### src/rtl/axi_arb_pkg.sv
// Shared types and constants for the two-requester AXI command arbiter.
// Holds the FSM state encoding, the response codes and the command record.
package axi_arb_pkg;

    typedef enum logic [1:0] {
        ST_IDLE  = 2'd0,
        ST_ISSUE = 2'd1,
        ST_WAIT  = 2'd2,
        ST_RESP  = 2'd3
    } state_e;

    localparam logic [1:0] OKAY         = 2'b00;
    localparam logic [1:0] TIMEOUT_RESP = 2'b11;

    localparam int unsigned DEFAULT_TIMEOUT = 256;

    typedef struct packed {
        logic        wr;
        logic [23:0] addr;
        logic [7:0]  len;
        logic [1:0]  burst;
        logic [31:0] din;
        logic [3:0]  strb;
    } cmd_t;

    function automatic logic [15:0] sat_inc16(input logic [15:0] v);
        return (v == 16'hFFFF) ? v : v + 16'd1;
    endfunction

endpackage

### src/rtl/axi_rr_arb2.sv
// Two-way round-robin pick: a lone request wins outright; on a tie the
// requester that was not granted last wins.
module axi_rr_arb2 (
    input  logic [1:0] req,
    input  logic       last,
    output logic       grant,
    output logic       valid
);

    // NOTE: every output gets a default before the case so no latch is inferred.
    always_comb begin
        valid = |req;
        grant = 1'b0;
        case (req)
            2'b10:   grant = 1'b1;
            2'b11:   grant = ~last;
            default: grant = 1'b0;
        endcase
    end

endmodule

### src/rtl/axi_cmd_arbiter.sv
// Arbitrates two command requesters onto a single AXI master, one transaction
// at a time, with a wait timeout and saturating per-requester grant counters.
module axi_cmd_arbiter
    import axi_arb_pkg::*;
#(
    parameter int unsigned TIMEOUT = DEFAULT_TIMEOUT
) (
    input  logic        m_axi_aclk,
    input  logic        m_axi_aresetn,
    input  logic        req0,
    input  logic        req1,
    input  logic        op0,
    input  logic        op1,
    input  logic [23:0] addr0,
    input  logic [23:0] addr1,
    input  logic [7:0]  len0,
    input  logic [7:0]  len1,
    input  logic [1:0]  burst0,
    input  logic [1:0]  burst1,
    input  logic [31:0] din0,
    input  logic [31:0] din1,
    input  logic [3:0]  strb0,
    input  logic [3:0]  strb1,
    output logic        gnt0,
    output logic        gnt1,
    output logic        done0,
    output logic        done1,
    output logic [1:0]  resp_o,
    output logic [31:0] rdata_o,
    output logic        mst_start,
    output logic        mst_wr,
    output logic [23:0] mst_addr,
    output logic [7:0]  mst_len,
    output logic [1:0]  mst_burst,
    output logic [31:0] mst_din,
    output logic [3:0]  mst_strb,
    input  logic        mst_done,
    input  logic [1:0]  mst_resp,
    input  logic [31:0] mst_rdata,
    output logic        busy,
    output logic [15:0] gcnt0,
    output logic [15:0] gcnt1
);

    // Last WAIT cycle count before the abort is taken.
    localparam logic [15:0] TCNT_LAST = 16'(TIMEOUT - 1);

    state_e      state_q, state_d;
    logic        last_q, last_d;
    logic        gidx_q, gidx_d;
    cmd_t        cmd_q, cmd_d;
    logic [1:0]  gnt_q, gnt_d;
    logic [1:0]  done_q, done_d;
    logic        start_q, start_d;
    logic        busy_q, busy_d;
    logic [1:0]  resp_q, resp_d;
    logic [31:0] rdata_q, rdata_d;
    logic [15:0] tcnt_q, tcnt_d;
    logic [15:0] gcnt0_q, gcnt0_d;
    logic [15:0] gcnt1_q, gcnt1_d;

    logic arb_grant;
    logic arb_valid;
    cmd_t cmd0, cmd1;

    assign cmd0 = '{wr: op0, addr: addr0, len: len0, burst: burst0, din: din0, strb: strb0};
    assign cmd1 = '{wr: op1, addr: addr1, len: len1, burst: burst1, din: din1, strb: strb1};

    axi_rr_arb2 u_rr (
        .req   ({req1, req0}),
        .last  (last_q),
        .grant (arb_grant),
        .valid (arb_valid)
    );

    always_comb begin
        state_d = state_q;
        last_d  = last_q;
        gidx_d  = gidx_q;
        cmd_d   = cmd_q;
        gnt_d   = 2'b00;
        done_d  = 2'b00;
        start_d = 1'b0;
        resp_d  = resp_q;
        rdata_d = rdata_q;
        tcnt_d  = tcnt_q;
        gcnt0_d = gcnt0_q;
        gcnt1_d = gcnt1_q;

        case (state_q)
            ST_IDLE: begin
                if (arb_valid) begin
                    gidx_d           = arb_grant;
                    cmd_d            = arb_grant ? cmd1 : cmd0;
                    gnt_d[arb_grant] = 1'b1;
                    if (arb_grant) gcnt1_d = sat_inc16(gcnt1_q);
                    else           gcnt0_d = sat_inc16(gcnt0_q);
                    state_d          = ST_ISSUE;
                end
            end
            ST_ISSUE: begin
                start_d = 1'b1;
                tcnt_d  = '0;
                state_d = ST_WAIT;
            end
            ST_WAIT: begin
                // A completion in the same cycle as the timeout takes precedence.
                if (mst_done) begin
                    resp_d          = mst_resp;
                    rdata_d         = mst_rdata;
                    done_d[gidx_q]  = 1'b1;
                    state_d         = ST_RESP;
                end else if (tcnt_q == TCNT_LAST) begin
                    resp_d          = TIMEOUT_RESP;
                    rdata_d         = '0;
                    done_d[gidx_q]  = 1'b1;
                    state_d         = ST_RESP;
                end else begin
                    tcnt_d = tcnt_q + 16'd1;
                end
            end
            ST_RESP: begin
                last_d  = gidx_q;
                state_d = ST_IDLE;
            end
            default: state_d = ST_IDLE;
        endcase

        busy_d = (state_d != ST_IDLE);
    end

    // NOTE: sequential state uses non-blocking assignments so every flop samples
    // the pre-edge values, independent of statement order.
    always_ff @(posedge m_axi_aclk) begin
        if (!m_axi_aresetn) begin
            state_q <= ST_IDLE;
            last_q  <= 1'b1;
            gidx_q  <= 1'b0;
            cmd_q   <= '0;
            gnt_q   <= 2'b00;
            done_q  <= 2'b00;
            start_q <= 1'b0;
            busy_q  <= 1'b0;
            resp_q  <= OKAY;
            rdata_q <= '0;
            tcnt_q  <= '0;
            gcnt0_q <= '0;
            gcnt1_q <= '0;
        end else begin
            state_q <= state_d;
            last_q  <= last_d;
            gidx_q  <= gidx_d;
            cmd_q   <= cmd_d;
            gnt_q   <= gnt_d;
            done_q  <= done_d;
            start_q <= start_d;
            busy_q  <= busy_d;
            resp_q  <= resp_d;
            rdata_q <= rdata_d;
            tcnt_q  <= tcnt_d;
            gcnt0_q <= gcnt0_d;
            gcnt1_q <= gcnt1_d;
        end
    end

    assign gnt0      = gnt_q[0];
    assign gnt1      = gnt_q[1];
    assign done0     = done_q[0];
    assign done1     = done_q[1];
    assign resp_o    = resp_q;
    assign rdata_o   = rdata_q;
    assign mst_start = start_q;
    assign mst_wr    = cmd_q.wr;
    assign mst_addr  = cmd_q.addr;
    assign mst_len   = cmd_q.len;
    assign mst_burst = cmd_q.burst;
    assign mst_din   = cmd_q.din;
    assign mst_strb  = cmd_q.strb;
    assign busy      = busy_q;
    assign gcnt0     = gcnt0_q;
    assign gcnt1     = gcnt1_q;

endmodule

### config.mk
export PLATFORM = sky130hd
export DESIGN_NAME = axi_cmd_arbiter
export DESIGN_NICKNAME = d
export VERILOG_FILES = /design/src/rtl/axi_arb_pkg.sv /design/src/rtl/axi_rr_arb2.sv /design/src/rtl/axi_cmd_arbiter.sv
export SDC_FILE = /design/constraint.sdc
export NUM_CORES = 1
export LEC_CHECK = 0
export ABC_CLOCK_PERIOD_IN_PS = 6600
export CAP_MARGIN = 20
export CELL_PAD_IN_SITES_DETAIL_PLACEMENT = 1
export CELL_PAD_IN_SITES_GLOBAL_PLACEMENT = 1
export CORE_MARGIN = 5
export CORE_UTILIZATION = 34
export CTS_BUF_LIST = sky130_fd_sc_hd__clkbuf_8
export DETAILED_ROUTE_END_ITERATION = 7
export GPL_TIMING_DRIVEN = 0
export PLACE_DENSITY = 0.94
export SLEW_MARGIN = 20
export SYNTH_ARGS = -nofsm -noshare
export SYNTH_HDL_FRONTEND = slang
export SYNTH_SLANG_ARGS = --single-unit
export TNS_END_PERCENT = 1
### constraint.sdc
create_clock -name m_axi_aclk -period 6.6 [get_ports m_axi_aclk]
set_input_delay 0.99 -clock m_axi_aclk [delete_from_list [all_inputs] [get_ports m_axi_aclk]]
set_output_delay 0.99 -clock m_axi_aclk [all_outputs]
set_load 0.005 [all_outputs]
---- After elaboration in Yosys (flattened, before gate mapping) ----
Index checks and enable logic that the tools add are counted.
storage, ports and cells
  bits in registers ....................... 163
  input bits .............................. 181
  output and inout port bits .............. 143
  word-level logic and storage cells ...... 73
operators by class
  add/sub/neg operators ................... 3
  order comparisons ....................... 4
  equality and inequality tests ........... 10
  muxes and demuxes ....................... 20
  bitwise operators ....................... 4
  reduce and logical (&&, ||, !) cells .... 14
operator list
  cell                                                                          number
  71-bit 2-to-1 mux                                                             1
  32-bit 2-to-1 mux                                                             2
  16-bit by 1-bit adder with 16-bit output, second input constant               3
  16-bit == test, second input constant                                         2
  16-bit 2-to-1 mux                                                             2
  16-bit case mux with 2 select lines                                           1
  16-bit by 8-bit == test with 1-bit output, second input constant              1
  2-bit 2-to-1 mux                                                              7
  2-bit == test, second input constant                                          4
  2-bit case mux with 4 select lines                                            1
  4-bit AND reduction                                                           2
  2-bit AND reduction                                                           3
  3-bit AND reduction                                                           2
  2-bit nonzero test                                                            3
  1-bit by 2-bit less-than comparator with 1-bit output, second input constant  2
  2-bit inequality test, second input constant                                  2
  1-bit NOT                                                                     4
  1-bit 2-to-1 mux                                                              3
  1-bit demux with 1-bit select                                                 2
  2-bit by 1-bit == test with 1-bit output, second input constant               1
  1-bit >= comparator, second input constant                                    2
  1-bit logical AND                                                             2
  2-bit zero test                                                               1
  1-bit case mux with 2 select lines                                            1
  2-bit OR reduction                                                            1

---- Longest topological paths before layout ----
Gate-level depths: netlist (run 1).
  depth after elaboration ................. 6
  depth in mapped cells ................... 7
  gate-level depth less buffers ........... 6

---- Modules after synthesis ----
A second synthesis (run 1) with hierarchy kept.
unflattened totals
  cell total of the unflattened synthesis .. 721
  area, all modules ....................... 6892.9 sq um
modules (own cells, without submodules)
  module           instances  cells each  area an instance (sq um)  sequential area each (sq um)
  axi_cmd_arbiter  1          719         6879.1                    3263.1
  axi_rr_arb2      1          2           13.8                      0.0

---- Least setup slack after synthesis (run 1) ----
OpenSTA, ideal clock, no wires.
  path type ............................... input -> register
  start point ............................. input port req1
  end point ............................... register gcnt0_q[9], in the netlist gcnt0[9]
  library setup time ...................... 70 ps
  arrival time ............................ 2410 ps
  data required time ...................... 6530 ps
  path slack .............................. 4120 ps
  stages on the path ...................... 6
  buffers on the path ..................... 2
  cell sequence ........................... a21boi_0 > buf_2 > or4b_1 > buf_2 > or4_1 > a21oi_1
on the way
  longest elaborated chain between the ends .. 4
  elaborated cells between the ends (all ways) .. 6
  classes of those cells .................. eq/ne (2); mux (1); bitwise (1); reduce/logical (2)
ends and longest elaborated chain
  item                                line                    source
  start: declaration                  axi_cmd_arbiter.sv:11   input logic req1,
  2-bit == test                       axi_rr_arb2.sv:14       case (req)
  1-bit case mux with 2 select lines  axi_rr_arb2.sv:14
  1-bit NOT (no line)                 -
  4-bit AND reduction (no line) (*)   -
  end signal: assignment              axi_cmd_arbiter.sv:161  gcnt0_q <= gcnt0_d;
  end: declaration                    axi_cmd_arbiter.sv:59   logic [15:0] gcnt0_q, gcnt0_d;
Every way passes the cells marked *; elsewhere a longest branch is shown, timed or not.
A chain may end at the register's enable or synchronous reset.

---- Worst setup path after layout (run 1) ----
  start point ............................. input port m_axi_aresetn
  end point ............................... register cmd_q, in the netlist mst_addr[14]
RTL lines
  item                    line                    source
  start: declaration      axi_cmd_arbiter.sv:9    input logic m_axi_aresetn,
  end signal: assignment  axi_cmd_arbiter.sv:153  cmd_q <= cmd_d;
  end: declaration        axi_cmd_arbiter.sv:51   cmd_t cmd_q, cmd_d;
No word-level cell between the ends.

==> key figures, run 1 <==
Drt
  • Number of remaining DRC errors: 0
  • Wire per inst: 21.63 microns
  • Drt first pass iters: 5
  • Vias per cell: 5.446
  • Final WL: 29.65 mm
  • 1st-iter DRT viols: 443
  • Antenna Violating Nets Remaining: 0
  • DR vias: 7467

Die
  • Die Span Y: 154.6 microns
  • # IOs: 324
  • Starting density of the core: 34.15%
  • Die area: 23910 sq um
  • Core footprint: 20820 sq um
  • Chip Width: 154.6 microns
  • Row cnt: 53

Timing
  • Rel. slew slack: 43.98%
  • Period utilisation layout: 45.99%
  • Hold Vio Cnt, Final: 0
  • Clock Skews: 0.01808 ns
  • Slew Viols, Final: 0
  • Min setup slack post-route: 3.565 ns
  • Least-Margin Pin Slew: 0.8326 ns
  • Fmax: 329.5 MHz
  • Setup violations, final: 0
  • TNS Setup: 0 ns
  • RSZ-0062 raised after global routing: false
  • Minimum clock period: 3.035 ns

Clock tree
  • Root Buffer: clkbuf_8
  • # hold bufs at CTS: 0
  • Postcts setup bufs: 0
  • Post-cts gate resize count: 0
  • Clock latency at the later pin of the worst-skew pair: 0.46 ns
  • Longest Clk Path Bufs: 2
  • Sink Count: 163
  • TritonCTS clock tree: built
  • Total CTS buffers: 17
  • H-tree depth: 4
  • Register clock-pin slew on the reported worst setup and hold paths: 0.10 ns

Cells and area
  • Area Overhead vs Synth: 55.92%
  • NumNets Final: 1271
  • N_diodes: 0
  • Final Cell Area: 11090 sq um
  • Share of cells above drive strength 1: 5.109%

Global routing
  • Gr usage total: 23.86%
  • Largest net degree at the start of global routing: 17
  • Global-route wire length before repair: 44.95 mm
  • Vias in the first global route: 8119
  • Antenna violations before repair: 0
  • Grt total ovfl: 0

Placement
  • Worst slack at placement: 3.032 ns
  • IO Port Bufs: 322
  • Routability-driven placement congestion ratio: 0.8816
  • DP Area: 10680 sq um
  • Dpl hpwl: 23.45 mm

Power
  • Leak pwr: 0.003890 uW
  • Pwr Density: 305.9 nW/um^2
  • Peak VDD IR: 0.1355 mV

Logic synthesis
  • Syn Area/Cell: 9.583 sq um
  • Post-Syn Instances: 742
  • Seq/Total Area, Yosys: 45.89%
  • Post-synth cell types: 56
  • Ys flop type: dfxtp_1
  • Ys async rst share: 0%
  • Yosys reg bits: 163
  • Post-synth EDFFs: 0
  • Synthesized Nets: 930
  • Post-Syn Area: 7111 sq um
  • Synth warn: 0

Worst setup path
  • Data required, critical path: 6.90 ns
  • Kind of critical path: input port to flop
  • CP Launch Type: input port
  • Nature of the critical path endpoint: flop
  • Crit path max fanout: 10
  • Worst Path Arrival: 3.34 ns

Run
  • Max Cap Violations: 0

Outcome
  • Status: completed

Min path
  • Hold Path Class: flop to flop
cells in the final DEF (no fill, tap or decap), types with 7 or more instances in the layout:
| master | instances |
|---|---|
| nand4_1 | 18 |
| nor4_1 | 12 |
| o21ai_0 | 7 |
| clkdlybuf4s50_1 | 322 |
| nor2_1 | 81 |
| and2_1 | 8 |
| nand2b_1 | 15 |
| or4_1 | 19 |
| a21oi_1 | 23 |
| clkbuf_1 | 38 |
| mux2i_1 | 77 |
| a211oi_1 | 65 |
| nor3_1 | 8 |
| buf_2 | 11 |
| buf_1 | 7 |
| inv_1 | 11 |
| ha_1 | 7 |
| nand2_1 | 34 |
| a222oi_1 | 7 |
| clkbuf_8 | 19 |
| a22o_1 | 32 |
| dfxtp_1 | 163 |
| o31ai_1 | 14 |
| nand3_1 | 16 |
sequential cells by signal, summed over array words and instances (netlist names):
signal / flops
mst_din: 32
rdata_o: 32
mst_addr: 24
gcnt0: 16
gcnt1: 16
tcnt_q: 16
mst_len: 8
mst_strb: 4
done_q: 2
gnt_q: 2
mst_burst: 2
resp_o: 2
state_q: 2
busy: 1
gidx_q: 1
last_q: 1
mst_start: 1
mst_wr: 1
layout make-up:
| type | instances | area, sq um |
|---|---|---|
| plain buffers | 57 | 235.2 |
| clock buffers | 19 | 261.5 |
| clock inverters | 13 | 147.6 |
| fillers | 2346 | 9736 |
| inverters | 11 | 41.29 |
| multi-input cells | 511 | 3571 |
| flip-flops and latches | 163 | 3263 |
| well taps | 275 | 344.1 |
| repair buffers | 322 | 3223 |
synth_stat cells (2+ instances only):
cell type  count  area share (%)
a211oi_1      65             6.9
clkbuf_1      38             2.0
or4_4          3            0.48
nand2b_1      15             1.3
nand4_1       18             1.6
buf_2         11            0.77
nand2_1       34             1.8
o41ai_1        4            0.49
and4_1         5            0.62
nand3b_1       3            0.32
a21boi_0       2            0.21
or4_1         19             2.0
o221a_2        3            0.48
a31oi_1        5            0.44
and2_1         8            0.70
ha_1           7             1.2
o211a_1        2            0.28
o21ai_0        7            0.49
o31ai_1       14             1.5
a2111oi_0      3            0.37
inv_1         11            0.58
dfxtp_1      163              46
o21a_1         2            0.21
and3_1         3            0.26
nor2_1        81             4.3
nand3_1       16             1.1
a311oi_1       2            0.25
a41oi_1        2            0.25
buf_1          7            0.37
nor3_1         8            0.56
o311ai_0       6            0.74
nor4_1        12             1.1
a222oi_1       7            0.99
a21oi_1       23             1.6
a22o_1        32             3.9
mux2i_1       77              11
o211ai_1       2            0.21
or3_1          4            0.35
where the power goes:
| part | internal (uW) | switching [uW] | leakage (uW) |
|---|---|---|---|
| combinational | 645 | 666 | 0.00235 |
| sequential | 1180 | 130 | 0.00133 |
| clock | 362 | 405 | 0.000201 |
critical path: stages:
cell             delay (ns)
clkdlybuf4s50_1        0.55
inv_1                  0.12
clkbuf_1               0.50
buf_1                  0.53
buf_1                  0.52
a211oi_1               0.12
logic make-up (layout without fill, tap and decap cells):
kind of cell,after synthesis,count (layout),synth area share (%)
adder cells (fa/ha/maj),7,7,1.232
buffers and inverters,68,422,3.889
flip-flops,163,163,45.89
multiplexers,77,77,10.84
AND/OR/NAND/NOR,235,235,17.17
AO/OA/AOI/OAI,192,192,20.97
layer usage:
metal	part of all wire, %	up-vias	track usage [%]
met5	0	-	0
met4	3.9	0	9.924
met3	6.6	69	6.687
met2	53	280	44.55
met1	37	3614	25.01
li1	-	3504	-
worst paths after layout:
| check | start | endpoint | slack (ns) | depth (start not counted) |
|---|---|---|---|---|
| max | m_axi_aresetn | mst_addr[14]$_SDFFE_PN0P_ | 3.56 | 6 |
| min | rdata_o[27]$_SDFFE_PN0P_ | rdata_o[27]$_SDFFE_PN0P_ | 0.48 | 1 |
| max reg2reg | state_q[0]$_SDFF_PN0_ | mst_addr[14]$_SDFFE_PN0P_ | 4.04 | 7 |
| min reg2reg | rdata_o[27]$_SDFFE_PN0P_ | rdata_o[27]$_SDFFE_PN0P_ | 0.48 | 1 |
per-stage QoR:
step	hold WS, ns	power [uW]	instances	utilization [%]
2_1_floorplan	0.4345	1870	742	-
3_3_place_gp	0.4515	2565	1339	51.28
3_5_place_dp	0.4557	2645	1339	51.28
4_1_cts	0.4877	3419	1371	53.24
5_1_grt	0.5022	3570	1371	53.24
6_report	0.4834	3392	1371	53.24
No activity file was read; power rests on OpenSTA's default activity.
==> run 2: changes to the inputs <==
--- a/config.mk
+++ b/config.mk
@@ -5,16 +5,16 @@
 export SDC_FILE = /design/constraint.sdc
 export NUM_CORES = 1
 export LEC_CHECK = 0
-export ABC_CLOCK_PERIOD_IN_PS = 6600
+export ABC_CLOCK_PERIOD_IN_PS = 2900
 export CAP_MARGIN = 20
 export CELL_PAD_IN_SITES_DETAIL_PLACEMENT = 1
 export CELL_PAD_IN_SITES_GLOBAL_PLACEMENT = 1
 export CORE_MARGIN = 5
-export CORE_UTILIZATION = 34
+export CORE_UTILIZATION = 31
 export CTS_BUF_LIST = sky130_fd_sc_hd__clkbuf_8
 export DETAILED_ROUTE_END_ITERATION = 7
 export GPL_TIMING_DRIVEN = 0
-export PLACE_DENSITY = 0.94
+export PLACE_DENSITY = 0.87
 export SLEW_MARGIN = 20
 export SYNTH_ARGS = -nofsm -noshare
 export SYNTH_HDL_FRONTEND = slang
==> constraint.sdc (replaced) <==
create_clock -name m_axi_aclk -period 2.9 [get_ports m_axi_aclk]
set_input_delay 0.435 -clock m_axi_aclk [delete_from_list [all_inputs] [get_ports m_axi_aclk]]
set_output_delay 0.435 -clock m_axi_aclk [all_outputs]
set_load 0.005 [all_outputs]
==> run 2 against run 1 <==
  * Sequential cell count unchanged
  * Critical endpoint is now gcnt0[15]$_SDFFE_PN0P_
  * Routed wire length down 3.1%
  * Power rose by 120%
==> key figures, run 2 (synthesis gave the netlist of run 1 again) <==
Cells and area
  • N_diodes: 0
  • NumNets Final: 1271
  • Post-route insts no fill: 1381
  • Commonest non-fill, non-tap cell in the layout: clkdlybuf4s50_1
  • Highest-count cells in the layout ignoring fill and taps: clkdlybuf4s50_1, dfxtp_1, nor2_1
  • Share of cells above drive strength 1: 5.018%
  • Area Overhead vs Synth: 55.71%

Drt
  • Wire per inst: 20.81 microns
  • 1st-iter DRT viols: 360
  • Drt first pass iters: 6
  • Number of remaining DRC errors: 0
  • Antenna Violating Nets Remaining: 0
  • Vias per cell: 5.330
  • DR vias: 7361
  • Final WL: 28.74 mm

Die
  • Die area: 26070 sq um
  • Die Span Y: 161.5 microns
  • Chip Width: 161.5 microns
  • Row cnt: 55
  • Starting density of the core: 31.41%
  • Core footprint: 22640 sq um
  • # IOs: 324

Global routing
  • Global-route wire length before repair: 43.74 mm
  • Largest net degree at the start of global routing: 17
  • Antenna violations before repair: 0
  • Vias in the first global route: 7867
  • Gr usage total: 21.11%
  • Grt total ovfl: 0

Worst setup path
  • Crit path max fanout: 10
  • R2R depth: 7
  • Data required, critical path: 3.27 ns
  • CP Launch Type: flop
  • Nature of the critical path endpoint: flop
  • R2R setup slack: 0.43 ns
  • RR Startpoint: state_q[0]$_SDFF_PN0_
  • Worst Path Arrival: 2.84 ns
  • Kind of critical path: flop to flop
  • RR Endpoint: gcnt0[15]$_SDFFE_PN0P_

Timing
  • RSZ-0062 raised after global routing: false
  • Min setup slack post-route: 0.4315 ns
  • Hold Slack: 0.4827 ns
  • Least-Margin Pin Slew: 0.8244 ns
  • Period utilisation layout: 85.12%
  • Fmax: 405.1 MHz
  • Setup violations, final: 0
  • Minimum clock period: 2.469 ns
  • Rel. slew slack: 45.04%
  • Slew Viols, Final: 0
  • Hold Vio Cnt, Final: 0
  • Clock Skews: 0.02327 ns

Clock tree
  • Register clock-pin slew on the reported worst setup and hold paths: 0.11 ns
  • Clock latency at the later pin of the worst-skew pair: 0.46 ns
  • Longest Clk Path Bufs: 2
  • TritonCTS clock tree: built
  • Postcts setup bufs: 0
  • Root Buffer: clkbuf_8
  • Sink Count: 163
  • # hold bufs at CTS: 0
  • H-tree depth: 4
  • Post-cts gate resize count: 0
  • Total CTS buffers: 17

Placement
  • Dpl hpwl: 22.93 mm
  • Placed cell count: 1349
  • Routability-driven placement congestion ratio: 0.8161
  • Worst slack at placement: -0.09920 ns
  • IO Port Bufs: 322

Outcome
  • Status: completed

Min path
  • Hold path cells: 1
  • Hold EP: rdata_o[3]$_SDFFE_PN0P_
  • Hold Path Class: flop to flop
  • Hold_sp: rdata_o[3]$_SDFFE_PN0P_

Power
  • Design Power: 7597 uW
  • Leak pwr: 0.003892 uW
  • Pwr Density: 686.1 nW/um^2
  • Peak VDD IR: 0.2847 mV

Run
  • Max Cap Violations: 0
run 2: cell types whose count changed in the layout (fill, tap and decap cells not counted):
cell        delta
clkinvlp_4     -3
clkbuf_8       -2
inv_6          +2
inv_8          +2
bufinv_16      -1
clkinv_4       +1
inv_1          +1
run 2: critical path, cell delays in order, from the launching register on:
cell and delay, ns:
dfxtp_1 0.35, inv_1 0.10, ha_1 0.33, o21ai_1 0.19, or4b_1 0.59, buf_2 0.21, nor4_1 0.34, mux2i_1 0.27
run 2: metrics by stage:
stage / TNS (ns) / cell area (sq um) / utilization [%]
2_1_floorplan: 0 / 7111 / -
3_3_place_gp: 0 / 10690 / 47.22
3_5_place_dp: -0.6078 / 10690 / 47.22
4_1_cts: 0 / 11070 / 48.90
5_1_grt: 0 / 11070 / 48.90
6_report: 0 / 11070 / 48.90
run 2: final cells by class:
type / count / area, sq um
clock buffer: 17 / 234.0
multi-input combinational: 511 / 3571
clock inverter: 15 / 147.6
fill: 2550 / 11570
buffer: 57 / 235.2
tap: 285 / 356.6
sequential: 163 / 3263
timing repair buffer: 322 / 3223
inverter: 11 / 41.29
run 2: worst max path at each step:
stage,from,to,slack (ns),cells past startpoint
2_1_floorplan,state_q[0]$_SDFF_PN0_,gcnt0[9]$_SDFFE_PN0P_,0.84,7
3_3_place_gp,m_axi_aresetn,gnt_q[1]$_SDFF_PN0_,0.01,6
3_5_place_dp,m_axi_aresetn,mst_addr[14]$_SDFFE_PN0P_,-0.1,6
4_1_cts,m_axi_aresetn,mst_addr[14]$_SDFFE_PN0P_,0.39,6
5_1_grt,gcnt0[0]$_SDFFE_PN0P_,gcnt0[1]$_SDFFE_PN0P_,0.20,6
6_report,state_q[0]$_SDFF_PN0_,gcnt0[15]$_SDFFE_PN0P_,0.43,7
run 2: layer usage:
layer,part of all wire (%),vias up,routed length [microns],GRT usage (%)
li1,-,3500,-,-
met5,0,-,0,0
met4,2.2,0,620,6.592
met2,53,226,15370,39.53
met3,6.0,38,1725,5.256
met1,38,3597,11020,23.35
run 2: where the power goes:
part	switching, uW	internal [uW]	total [uW]
sequential	278	2690	2970
clock	959	708	1670
combinational	1490	1470	2960
total	2730	4870	7600
